--- src/rtl/gb_if_seq.sv ---
// Global-buffer port sequencer: arbitrates client commands, issues one cfg beat,
// then streams a fixed-length burst on the write or read channel and pulses done.
module gb_if_seq #(
  parameter int PORT_W    = 128,
  parameter int LEN_CFG   = 64,
  parameter int LEN_OUT   = 64,
  parameter int LEN_WADDR = 54,
  parameter int LEN_BLK   = 512
) (
  input  logic              clk,
  input  logic              rst_n,
  input  logic [7:0]        req,
  output logic [7:0]        gnt,
  output logic [7:0]        done,
  output logic              GBIF_cfg_val,
  input  logic              IFGB_cfg_rdy,
  output logic [3:0]        GBIF_cfg_info,
  output logic              GBIF_wr_val,
  input  logic              IFGB_wr_rdy,
  output logic [PORT_W-1:0] GBIF_wr_data,
  input  logic              IFGB_rd_val,
  output logic              GBIF_rd_rdy,
  input  logic [PORT_W-1:0] IFGB_rd_data,
  input  logic              src_val,
  input  logic [PORT_W-1:0] src_data,
  output logic              src_rdy,
  output logic              snk_val,
  output logic [PORT_W-1:0] snk_data,
  input  logic              snk_rdy
);

  typedef enum logic [1:0] {IDLE, CFG, XFER, DONE} state_t;

  state_t      state, state_nxt;
  logic [2:0]  cmd;
  logic        dir;
  logic [9:0]  cnt;
  logic [9:0]  last_idx;
  logic [3:0]  info_r;
  logic [2:0]  req_idx;
  logic        req_dir;
  logic        beat;

  // Fixed priority: lowest set bit wins, cmd 0 highest.
  function automatic logic [2:0] lowest_set(input logic [7:0] r);
    logic [2:0] idx;
    idx = 3'd0;
    for (int i = 7; i >= 0; i--) begin
      if (r[i]) idx = 3'(i);
    end
    return idx;
  endfunction

  function automatic logic [9:0] beat_len(input logic [2:0] c);
    logic [9:0] n;
    case (c)
      3'd0:       n = 10'(LEN_CFG);
      3'd1, 3'd2: n = 10'(LEN_OUT);
      3'd3:       n = 10'(LEN_WADDR);
      default:    n = 10'(LEN_BLK);
    endcase
    return n;
  endfunction

  // Only the output/pool writers move data chip-to-host.
  function automatic logic dir_of(input logic [2:0] c);
    return !((c == 3'd1) || (c == 3'd2));
  endfunction

  assign req_idx = lowest_set(req);
  assign req_dir = dir_of(req_idx);

  // Beat qualification uses the raw inputs so no val output depends on a rdy.
  assign beat = (state == XFER) &&
                (dir ? (IFGB_rd_val & snk_rdy) : (src_val & IFGB_wr_rdy));

  always_ff @(posedge clk or negedge rst_n) begin
    if (!rst_n) begin
      state <= IDLE;
    end else begin
      state <= state_nxt;
    end
  end

  always_comb begin
    state_nxt = state;
    case (state)
      IDLE: if (req != 8'd0) state_nxt = CFG;
      CFG:  if (IFGB_cfg_rdy) state_nxt = XFER;
      XFER: if (beat && (cnt == last_idx)) state_nxt = DONE;
      DONE: state_nxt = IDLE;
      default: state_nxt = IDLE;
    endcase
  end

  always_ff @(posedge clk or negedge rst_n) begin
    if (!rst_n) begin
      cmd      <= 3'd0;
      dir      <= 1'b0;
      cnt      <= 10'd0;
      last_idx <= 10'd0;
      info_r   <= 4'd0;
    end else begin
      case (state)
        IDLE: begin
          if (req != 8'd0) begin
            cmd      <= req_idx;
            dir      <= req_dir;
            info_r   <= {req_idx, req_dir};
            last_idx <= beat_len(req_idx) - 10'd1;
          end
        end
        CFG: begin
          if (IFGB_cfg_rdy) cnt <= 10'd0;
        end
        XFER: begin
          if (beat && (cnt != last_idx)) cnt <= cnt + 10'd1;
        end
        default: ;
      endcase
    end
  end

  always_comb begin
    gnt           = 8'd0;
    done          = 8'd0;
    GBIF_cfg_val  = 1'b0;
    GBIF_cfg_info = info_r;
    GBIF_wr_val   = 1'b0;
    GBIF_wr_data  = '0;
    src_rdy       = 1'b0;
    snk_val       = 1'b0;
    snk_data      = '0;
    GBIF_rd_rdy   = 1'b0;
    case (state)
      CFG: GBIF_cfg_val = 1'b1;
      XFER: begin
        gnt = 8'b1 << cmd;
        if (dir) begin
          snk_val     = IFGB_rd_val;
          snk_data    = IFGB_rd_data;
          GBIF_rd_rdy = snk_rdy;
        end else begin
          GBIF_wr_val  = src_val;
          GBIF_wr_data = src_data;
          src_rdy      = IFGB_wr_rdy;
        end
      end
      DONE: begin
        gnt  = 8'b1 << cmd;
        done = 8'b1 << cmd;
      end
      default: ;
    endcase
  end

endmodule
--- config.mk ---
export PLATFORM = sky130hd
export DESIGN_NAME = gb_if_seq
export DESIGN_NICKNAME = d
export VERILOG_FILES = /design/src/rtl/gb_if_seq.sv
export SDC_FILE = /design/constraint.sdc
export NUM_CORES = 1
export LEC_CHECK = 0
export ABC_AREA = 1
export BUFFER_PORTS_ARGS = -buffer_cell sky130_fd_sc_hd__buf_4
export CELL_PAD_IN_SITES_DETAIL_PLACEMENT = 1
export CELL_PAD_IN_SITES_GLOBAL_PLACEMENT = 1
export CORE_AREA = 4 4 213 215
export CTS_CLUSTER_SIZE = 20
export DETAILED_ROUTE_END_ITERATION = 10
export DIE_AREA = 0 0 217 219
export GPL_TIMING_DRIVEN = 0
export HOLD_SLACK_MARGIN = 0.12
export PLACE_DENSITY = 0.59
export RECOVER_POWER = 100
export SYNTH_ARGS = -nofsm -noshare
export SYNTH_HDL_FRONTEND = slang
export SYNTH_SLANG_ARGS = --single-unit
export TNS_END_PERCENT = 100
--- constraint.sdc ---
create_clock -name clk -period 2 [get_ports clk]
set_input_delay 0.6 -clock clk [delete_from_list [all_inputs] [get_ports clk]]
set_output_delay 0.6 -clock clk [all_outputs]
set_load 0.1 [all_outputs]
==> results.toml, run 1 <==
[flow_run]
maxCapViolations = 0

[timing]
rsz0062_at_grt = "yes"
final-hold-violation-count = 0
clock_skew_ns = 0.00417
setup_viol = 276
fin_crit_sh = 1.22
fmax_mhz = 408
drv_slew = 0
layout_min_cycle_time_ns = 2.45
max_slew_margin = 0.295
setup_tns_ns = -94.85
layout_setup_ws_ns = -0.449
tightest_slew_ns = 1.06

[grt]
first_global_vias = 7522
antenna_found_initial = 5
grt_max_degree = 19
grt_pass1_wl_um = 48800
track_usage = 0.133
gr-total-overflow = 0

[layout]
area_delta_synth_final_pct = 310
finalInstanceArea_mm2 = 0.0143
final_util = 0.327
final_nets = 1621
layout_commonest_cell = "inv_1"
layout-drive-gt1-share = 0.660
layout_common_cells = "284 x inv_1, 281 x buf_4, 259 x nor2_4, 256 x buf_12, 66 x nand2_1"

[detailed_routing]
wl_met3_um = 2100
drtPass1Iterations = 4
dr_total_vias = 6602
top_layer = "met5"
wire_per_inst_um = 17.3
drc = 0
vias_per_cell = 3.41
initialDrtViolationCount = 168
wl_met2_um = 19300
ant_nets = 0
wl_um = 33600
wl_met1_um = 11900

[place]
dp_slack_ns = -0.531
dp_hpwl_um = 26400
gp_congestion = 0.794
io_buffer_count = 551
postPlaceCellArea_mm2 = 0.0105

[cts]
path_clk_slew_ns = 0.05
cts-buffers-inserted = 3
clock-root-buffer = "clkbuf_16"
cts.sinks = 18
tritoncts = "done"
ctsHoldBuffers = 0
clock_latency_ns = 0.25
cts_buffer_depth = 2
htree_levels = 1

[floorplan]
die_area_mm2 = 0.0475
die_y_um = 219
die_x_um = 217
ioPinCount = 552
core_area_mm2 = 0.0437
rows = 77
start_util = 0.0799

[outcome]
violations = "setup timing"
status = "finished with violations"

[min_path]
hold_depth = 2
min_from = "last_idx[5]"
min_to = "last_idx[5]"
hp-class = "flip-flop to flip-flop"

[synthesis]
synth_nets = 1050
syn-cell-area_mm2 = 0.00349
synth_seq_cells = 18
postSynthAreaPerCell_um2 = 4.52
synth.distinct_cells = 25
synthCells = 773
ys_seq_area_frac = 0.129
yosysWarnings = 0

[setup_path]
crit_chain = "inv_2, ha_4, inv_4, nor2_4, inv_4, clkbuf_16, buf_16, nor2_4, buf_12"
endpoint_kind = "output pin"
r2r_cells = 11
cp_top_family = "buffers and inverters"
cp_max_fo = 6
worst-path-buf-inv = 6
critPathMaxStageDelay_ns = 0.40
path_class = "flip-flop to output pin"
cp.arrival_ns = 1.85
cp-start-kind = "flip-flop"
r2r_setup_slack_ns = 0.16
reg2reg_from = "state[0]"
slowest_stage = "dfrtp_1"
crit_required_ns = 1.40
reg2reg_to = "state[1]"

[pwr]
ir_drop_mv = 0.820
p_leak_uw = 0.00675
power_density_mw_per_mm2 = 1380
## per-stage QoR
stage	hold WS, ns	std cells	power, µW
2_1_floorplan	0.304	773	12400
3_3_place_gp	0.467	1916	15400
3_5_place_dp	0.476	1916	15500
4_1_cts	0.228	1934	19700
5_1_grt	0.520	1938	20300
6_report	0.480	1938	19700
## state kept, by name (all words and copies together) (netlist names)
register / flops
GBIF_cfg_info: 1
cmd: 2
cnt: 10
last_idx: 3
state: 2
## report_power, final
group          total (µW)  leakage, µW  switching (µW)  internal [µW]
clock                 445    0.0000442             140            304
sequential            594     0.000229             131            463
combinational       18600      0.00648           12500           6160
total               19700      0.00675           12800           6920
## tightest hold or removal path, stage by stage, from the launching register on
cell	delay (ns)
dfrtp_1	0.32
inv_1	0.06
nand2_1	0.07
## synthesized netlist by cell type
| library cell | count | area, µm² |
|---|---|---|
| a21oi_1 | 3 | 15.0 |
| a31oi_1 | 1 | 6.26 |
| buf_2 | 10 | 50.1 |
| buf_4 | 2 | 15.0 |
| buf_6 | 1 | 11.3 |
| clkbuf_1 | 18 | 67.6 |
| clkbuf_8 | 1 | 13.8 |
| dfrtp_1 | 18 | 450 |
| dlymetal6s2s_1 | 1 | 12.5 |
| ha_1 | 6 | 75.1 |
| inv_1 | 290 | 1090 |
| inv_2 | 1 | 3.75 |
| nand2_1 | 67 | 251 |
| nand2_2 | 2 | 12.5 |
| nand2_4 | 1 | 11.3 |
| nand3_1 | 30 | 150 |
| nand3_2 | 1 | 10.0 |
| nand4_1 | 2 | 12.5 |
| nor2_1 | 301 | 1130 |
| nor2_2 | 1 | 6.26 |
| nor3_1 | 2 | 10.0 |
| nor3b_1 | 3 | 22.5 |
| o21ai_0 | 7 | 35.0 |
| or2_2 | 1 | 6.26 |
| xor2_1 | 3 | 26.3 |
## per-layer routing
layer | vias to the layer above | GRT usage
met2 | 243 | 0.264
met1 | 3125 | 0.143
met3 | 24 | 0.0302
met5 | - | 0
met4 | 2 | 0.0242
li1 | 3208 | -
## cell type report
cell class | count | area, µm²
plain buffers | 33 | 592
multi-input cells | 431 | 3770
diodes | 3 | 7.51
inverters | 291 | 1100
clock buffers | 4 | 88.8
fillers | 5018 | 29400
flip-flops and latches | 18 | 459
well taps | 592 | 741
repair buffers | 566 | 7560
## logic make-up after synthesis
family / share of synthesized area
AO/OA/AOI/OAI: 0.0161
flip-flops: 0.129
AND/OR/NAND/NOR: 0.465
XOR/XNOR: 0.00752
adder cells (fa/ha/maj): 0.0215
buffers and inverters: 0.361
## worst max-delay path by stage
| stage | depth (start not counted) | start | end | slack [ns] |
|---|---|---|---|---|
| floorplan | 7 | state[0] | GBIF_wr_data[13] | -0.93 |
| global placement | 5 | state[0] | gnt[1] | -0.52 |
| detailed placement | 5 | state[0] | gnt[2] | -0.53 |
| CTS | 9 | state[0] | GBIF_wr_data[59] | -0.48 |
| global route | 8 | state[0] | GBIF_wr_data[2] | -0.54 |
| finish | 9 | state[0] | GBIF_wr_data[59] | -0.45 |
## repair_timing
item	in CTS	in global routing
endpoints found under the hold margin	0	0
pin swaps	6	3
cloned	3	1
resized for setup	823	10
setup endpoints to repair	276	277
setup buffers	11	0
Note: power is estimated with default switching activity, not from simulation.
==> run 2, diff against run 1 <==
Settings changed: ABC_AREA 1 to unset, CORE_AREA 4 4 213 215 to 4 4 214 216, DIE_AREA 0 0 217 219 to 0 0 218 220, PLACE_DENSITY 0.59 to 0.54.
==> run 2 against run 1 <==
  * The flow still finishes with violations (setup timing)
  * Flip-flop and latch count stayed put
  * Synthesized cell count is 39% lower
  * Utilization is 2.4 points lower
  * Sequential share of layout area is 0.29 points higher
  * Fmax is 3.0% lower
  * Critical endpoint is now GBIF_wr_data[31]
  * Highest routed layer is now met4
==> results.toml, run 2 <==
[synthesis]
synth_nets = 745
postSynthAreaPerCell_um2 = 6.77
synthArstFlopShare = 1.00
synthCells = 468
yosysTopAreaCellShare = 0.261
synth.distinct_cells = 49
synth_top_cells_by_count = "132 x and2_1, 132 x and3_1, 48 x clkbuf_1"
ys_seq_area_frac = 0.142
synth_top_area_cell = "and2_1"
synth_seq_cells = 18
syn-cell-area_mm2 = 0.00317
yosys_most_used_dff = "dfrtp_1"
synth-edff-count = 0
yosysWarnings = 0
synth_area_leaders = "and2_1 26%, and3_1 26%, dfrtp_1 14%, clkbuf_1 5.7%, nor2_1 2.5%"

[place]
postPlaceCellArea_mm2 = 0.00859
dp_cells = 1611
gp_congestion = 0.841
io_buffer_count = 551
dp_slack_ns = -1.48
dp_hpwl_um = 30100

[grt]
antenna_found_initial = 14
grt_pass1_wl_um = 48500
gr-total-overflow = 0
track_usage = 0.137
first_global_vias = 6863
grt_max_degree = 19

[detailed_routing]
ant_nets = 0
drc = 0
wl_um = 38300
initialDrtViolationCount = 161
drtPass1Iterations = 4
vias_per_cell = 3.78
dr_total_vias = 6242
wire_per_inst_um = 23.2

[timing]
fin_crit_sh = 1.26
setup_viol = 278
max_slew_margin = 0.254
layout_min_cycle_time_ns = 2.53
drv_slew = 0
fmax_mhz = 396
final-hold-violation-count = 0
rsz0062_at_grt = "yes"
layout_setup_ws_ns = -0.526
tightest_slew_ns = 1.12
clock_skew_ns = 0.00418

[setup_path]
cp-start-kind = "flip-flop"
path_class = "flip-flop to output pin"
crit_required_ns = 1.40
r2r_setup_slack_ns = -0.03
reg2reg_to = "cnt[7]"
r2r_cells = 7
cp.arrival_ns = 1.93
cp_max_fo = 6
reg2reg_from = "GBIF_cfg_info[0]"
endpoint_kind = "output pin"

[cts]
cts_buffer_depth = 2
path_clk_slew_ns = 0.06
htree_levels = 1
clock_latency_ns = 0.25
clock-root-buffer = "clkbuf_16"
cts-buffers-inserted = 3
cts.sinks = 18
tritoncts = "done"
ctsHoldBuffers = 0

[pwr]
p_int_uw = 8640
power_density_mw_per_mm2 = 1670
p_sw_frac = 0.612
combPwrFrac = 0.947
pwr-share-seq = 0.033
power_uw = 22200
switchingPower_uw = 13600
clkPwrFrac = 0.021
p_leak_uw = 0.00587
ir_drop_mv = 1.03

[floorplan]
die_y_um = 220
rows = 77
start_util = 0.0721
die_area_mm2 = 0.0480
core_area_mm2 = 0.0439
die_x_um = 218
ioPinCount = 552

[layout]
fin_cells = 1653
finalInstanceArea_mm2 = 0.0133
largest_reg_flops = 10
layout-drive-gt1-share = 0.873
layout_common_cells = "303 x buf_4, 265 x buf_12, 120 x and2_4, 93 x and3_4, 36 x and3_1"
final_nets = 1328
top_regs = "cnt (10), last_idx (3)"
largest-register = "cnt"
layout_commonest_cell = "buf_4"
final_util = 0.303
area_delta_synth_final_pct = 320

[flow_run]
maxCapViolations = 0

[outcome]
violations = "setup timing"
status = "finished with violations"

[min_path]
hp-class = "primary input to async pin"
run 2: changes by cell type after synthesis, moves of 23 or more:
cell | before | now
inv_1 | 290 | 8
nor2_1 | 301 | 21
and2_1 | 0 | 132
and3_1 | 0 | 132
nand2_1 | 67 | 16
clkbuf_1 | 18 | 48
nand3_1 | 30 | 7
run 2: critical path, cell delays in order (launching register included):
cell       delay, ns
dfrtp_1         0.39
inv_2           0.09
ha_4            0.21
clkinv_8        0.07
nor2_4          0.10
buf_12          0.14
clkbuf_16       0.17
clkbuf_16       0.14
and2_4          0.18
buf_12          0.18
run 2: kinds of logic after synthesis:
kind of cell,count (synthesis),share of synthesized area
fa+ha+maj,6,0.0237
flops,18,0.142
mux,3,0.0103
buf+inv,61,0.0794
simple gates,339,0.642
compound gates,41,0.103
run 2: timing repair:
action	4_1_cts	5_1_grt
pin swaps	14	13
setup endpoints to repair	289	289
gates resized for setup	720	358
cloned	8	2
buffers inserted	4	16
run 2: layout make-up:
cell class | count | area, µm²
antenna | 11 | 27.5
timing repair buffer | 581 | 7780
tap | 592 | 741
buffer | 49 | 673
inverter | 9 | 46.3
sequential | 18 | 465
fill | 4871 | 30600
multi-input combinational | 389 | 3500
clock buffer | 4 | 88.8
run 2: how the worst max path moves through the flow:
stage	end	start
finish	GBIF_wr_data[31]	state[0]
global route	GBIF_wr_data[41]	state[0]
CTS	GBIF_wr_data[41]	state[0]
detailed placement	snk_data[13]	state[0]
global placement	snk_data[13]	state[0]
floorplan	snk_data[120]	state[0]
run 2: per-layer routing:
metal / GRT usage / share of wire / up-vias
li1: - / - / 2793
met1: 0.136 / 0.32 / 3017
met2: 0.263 / 0.56 / 390
met3: 0.0357 / 0.080 / 42
met4: 0.0676 / 0.037 / 0
met5: 0 / 0 / -
run 2: stage by stage:
| step | TNS [ns] | hold slack (ns) |
|---|---|---|
| floorplan | -138.50 | 0.304 |
| global placement | -272.28 | 0.498 |
| detailed placement | -283.58 | 0.500 |
| CTS | -128.89 | 0.226 |
| global route | -128.34 | 0.557 |
| finish | -110.88 | 0.543 |
run 2: power groups by stage:
stage / clock network [µW] / logic, µW / registers [µW]
6_report: 458 / 21100 / 731
5_1_grt: 479 / 21700 / 757
4_1_cts: 468 / 18700 / 708
3_5_place_dp: 0 / 15500 / 710
3_3_place_gp: 0 / 15400 / 703
2_1_floorplan: 0 / 11800 / 776
==> run 3, diff against run 2 <==
Settings changed: RECOVER_POWER 100 to unset.
==> run 3 against run 2 <==
  * The run still ends with setup timing left
  * Fmax is essentially flat
  * Sequential power is essentially flat
  * Flip-flop and latch count stayed put
  * Setup slack improved by 0.0024 ns
  * Combinational power is essentially flat
  * Clock-buffer cell count unchanged
  * Wire length barely moved
  * Power hardly changed
  * Critical endpoint unchanged
  * Largest cell class unchanged
==> results.toml, run 3 (synthesis gave the netlist of run 2 again) <==
[setup_path]
r2r_setup_slack_ns = -0.02
crit_required_ns = 1.40
critPathMaxStageDelay_ns = 0.39
path_class = "flip-flop to output pin"
endpoint_kind = "output pin"
cp_max_fo = 6
crit_chain = "inv_2, ha_4, clkinv_8, nor2_4, buf_12, clkbuf_16, clkbuf_16, and2_4, buf_12"
reg2reg_from = "GBIF_cfg_info[0]"
startpoint = "state[0]"
r2r_cells = 7
cp.arrival_ns = 1.92
crit_path_end = "GBIF_wr_data[31]"
slowest_stage = "dfrtp_1"
cp-start-kind = "flip-flop"
reg2reg_to = "cnt[7]"

[grt]
grt_max_degree = 19
first_global_vias = 6863
track_usage = 0.137
antenna_found_initial = 14
gr-total-overflow = 0
grt_pass1_wl_um = 48500

[pwr]
p_leak_uw = 0.00588
power_density_mw_per_mm2 = 1670
power_uw = 22200
combPwrFrac = 0.947
ir_drop_mv = 1.03
p_int_uw = 8640
pwr-share-seq = 0.033
switchingPower_uw = 13600
clkPwrFrac = 0.021
p_sw_frac = 0.612

[detailed_routing]
drtPass1Iterations = 4
ant_nets = 0
dr_total_vias = 6240
vias_per_cell = 3.77
wire_per_inst_um = 23.2
wl_um = 38300
initialDrtViolationCount = 161
drc = 0

[place]
io_buffer_count = 551
gp_congestion = 0.841
postPlaceCellArea_mm2 = 0.00859
dp_hpwl_um = 30100
dp_slack_ns = -1.48

[floorplan]
die_y_um = 220
ioPinCount = 552
core_area_mm2 = 0.0439
die_x_um = 218
rows = 77
start_util = 0.0721
die_area_mm2 = 0.0480

[timing]
final-hold-violation-count = 0
fin_crit_sh = 1.26
layout_min_cycle_time_ns = 2.52
fmax_mhz = 396
layout_setup_ws_ns = -0.524
hold_ws_ns = 0.221
setup_viol = 278
drv_slew = 0
clock_skew_ns = 0.00373
rsz0062_at_grt = "yes"
max_slew_margin = 0.693
tightest_slew_ns = 0.456

[cts]
path_clk_slew_ns = 0.05
ctsHoldBuffers = 0
clock-root-buffer = "clkbuf_16"
clock_latency_ns = 0.25
cts.sinks = 18
htree_levels = 1
cts_buffer_depth = 2
tritoncts = "done"
cts-buffers-inserted = 3

[outcome]
status = "finished with violations"
violations = "setup timing"

[layout]
layout-drive-gt1-share = 0.874
finalInstanceArea_mm2 = 0.0133
final_nets = 1328
largest_reg_flops = 10
layout_commonest_cell = "buf_4"
final_util = 0.303
layout_common_cells = "304 x buf_4, 265 x buf_12, 120 x and2_4, 93 x and3_4, 36 x and3_1"
top_regs = "cnt (10), last_idx (3)"
largest-register = "cnt"
area_delta_synth_final_pct = 320

[min_path]
hp-class = "primary input to async pin"

[flow_run]
maxCapViolations = 0
[run 3: cell types whose count changed in the layout (fill, tap and decap cells not counted)]
cell,previous run,this run
buf_4,303,304
clkbuf_1,1,0
[run 3: timing repair]
| item | 4_1_cts | 5_1_grt |
|---|---|---|
| gates resized for setup | 720 | 358 |
| endpoints found under the setup margin | 289 | 289 |
| buffers inserted | 4 | 16 |
| cloned | 8 | 2 |
| pin swaps | 14 | 13 |
[run 3: worst max-delay path: cells and delay by family, from the launching register on]
kind	cells	cell delay, ns
DFF	1	0.39
and+or+nand+nor	2	0.28
adders and majority gates	1	0.21
buffers and inverters	6	0.78
[run 3: worst min path at each step]
stage / slack [ns] / endpoint / from / depth (start not counted)
after floorplan: 0.30 / GBIF_cfg_info[0] / rst_n / 0
after global routing: 0.23 / last_idx[3] / rst_n / 1
after global placement: 0.50 / cmd[0] / rst_n / 1
final: 0.22 / cmd[1] / rst_n / 1
after CTS: 0.23 / last_idx[5] / rst_n / 1
after detailed placement: 0.50 / cmd[0] / rst_n / 1
[run 3: power groups by stage]
stage               clock (µW)  combinational (µW)  sequential [µW]
finish                     457               21100              731
global route               479               21700              757
CTS                        468               18700              708
detailed placement           0               15500              710
global placement             0               15400              703
floorplan                    0               11800              776
[run 3: area by class of cell]
type | instances | area [µm²]
timing repair buffer | 581 | 7780
clock buffer | 4 | 88.8
sequential | 18 | 465
buffer | 49 | 673
multi-input combinational | 389 | 3500
inverter | 9 | 46.3
tap | 592 | 741
fill | 4870 | 30600
antenna | 11 | 27.5
[run 3: per-stage QoR]
stage | setup TNS, ns | std cells
after floorplan | -138.50 | 468
after global placement | -272.28 | 1611
after detailed placement | -283.58 | 1611
after CTS | -128.89 | 1626
after global routing | -128.34 | 1651
final | -110.52 | 1653
[run 3: per-layer routing]
metal / track usage / part of all wire / vias to the layer above
met5: 0 / 0 / -
li1: - / - / 2791
met3: 0.0357 / 0.081 / 42
met4: 0.0676 / 0.037 / 0
met1: 0.136 / 0.32 / 3013
met2: 0.263 / 0.56 / 394
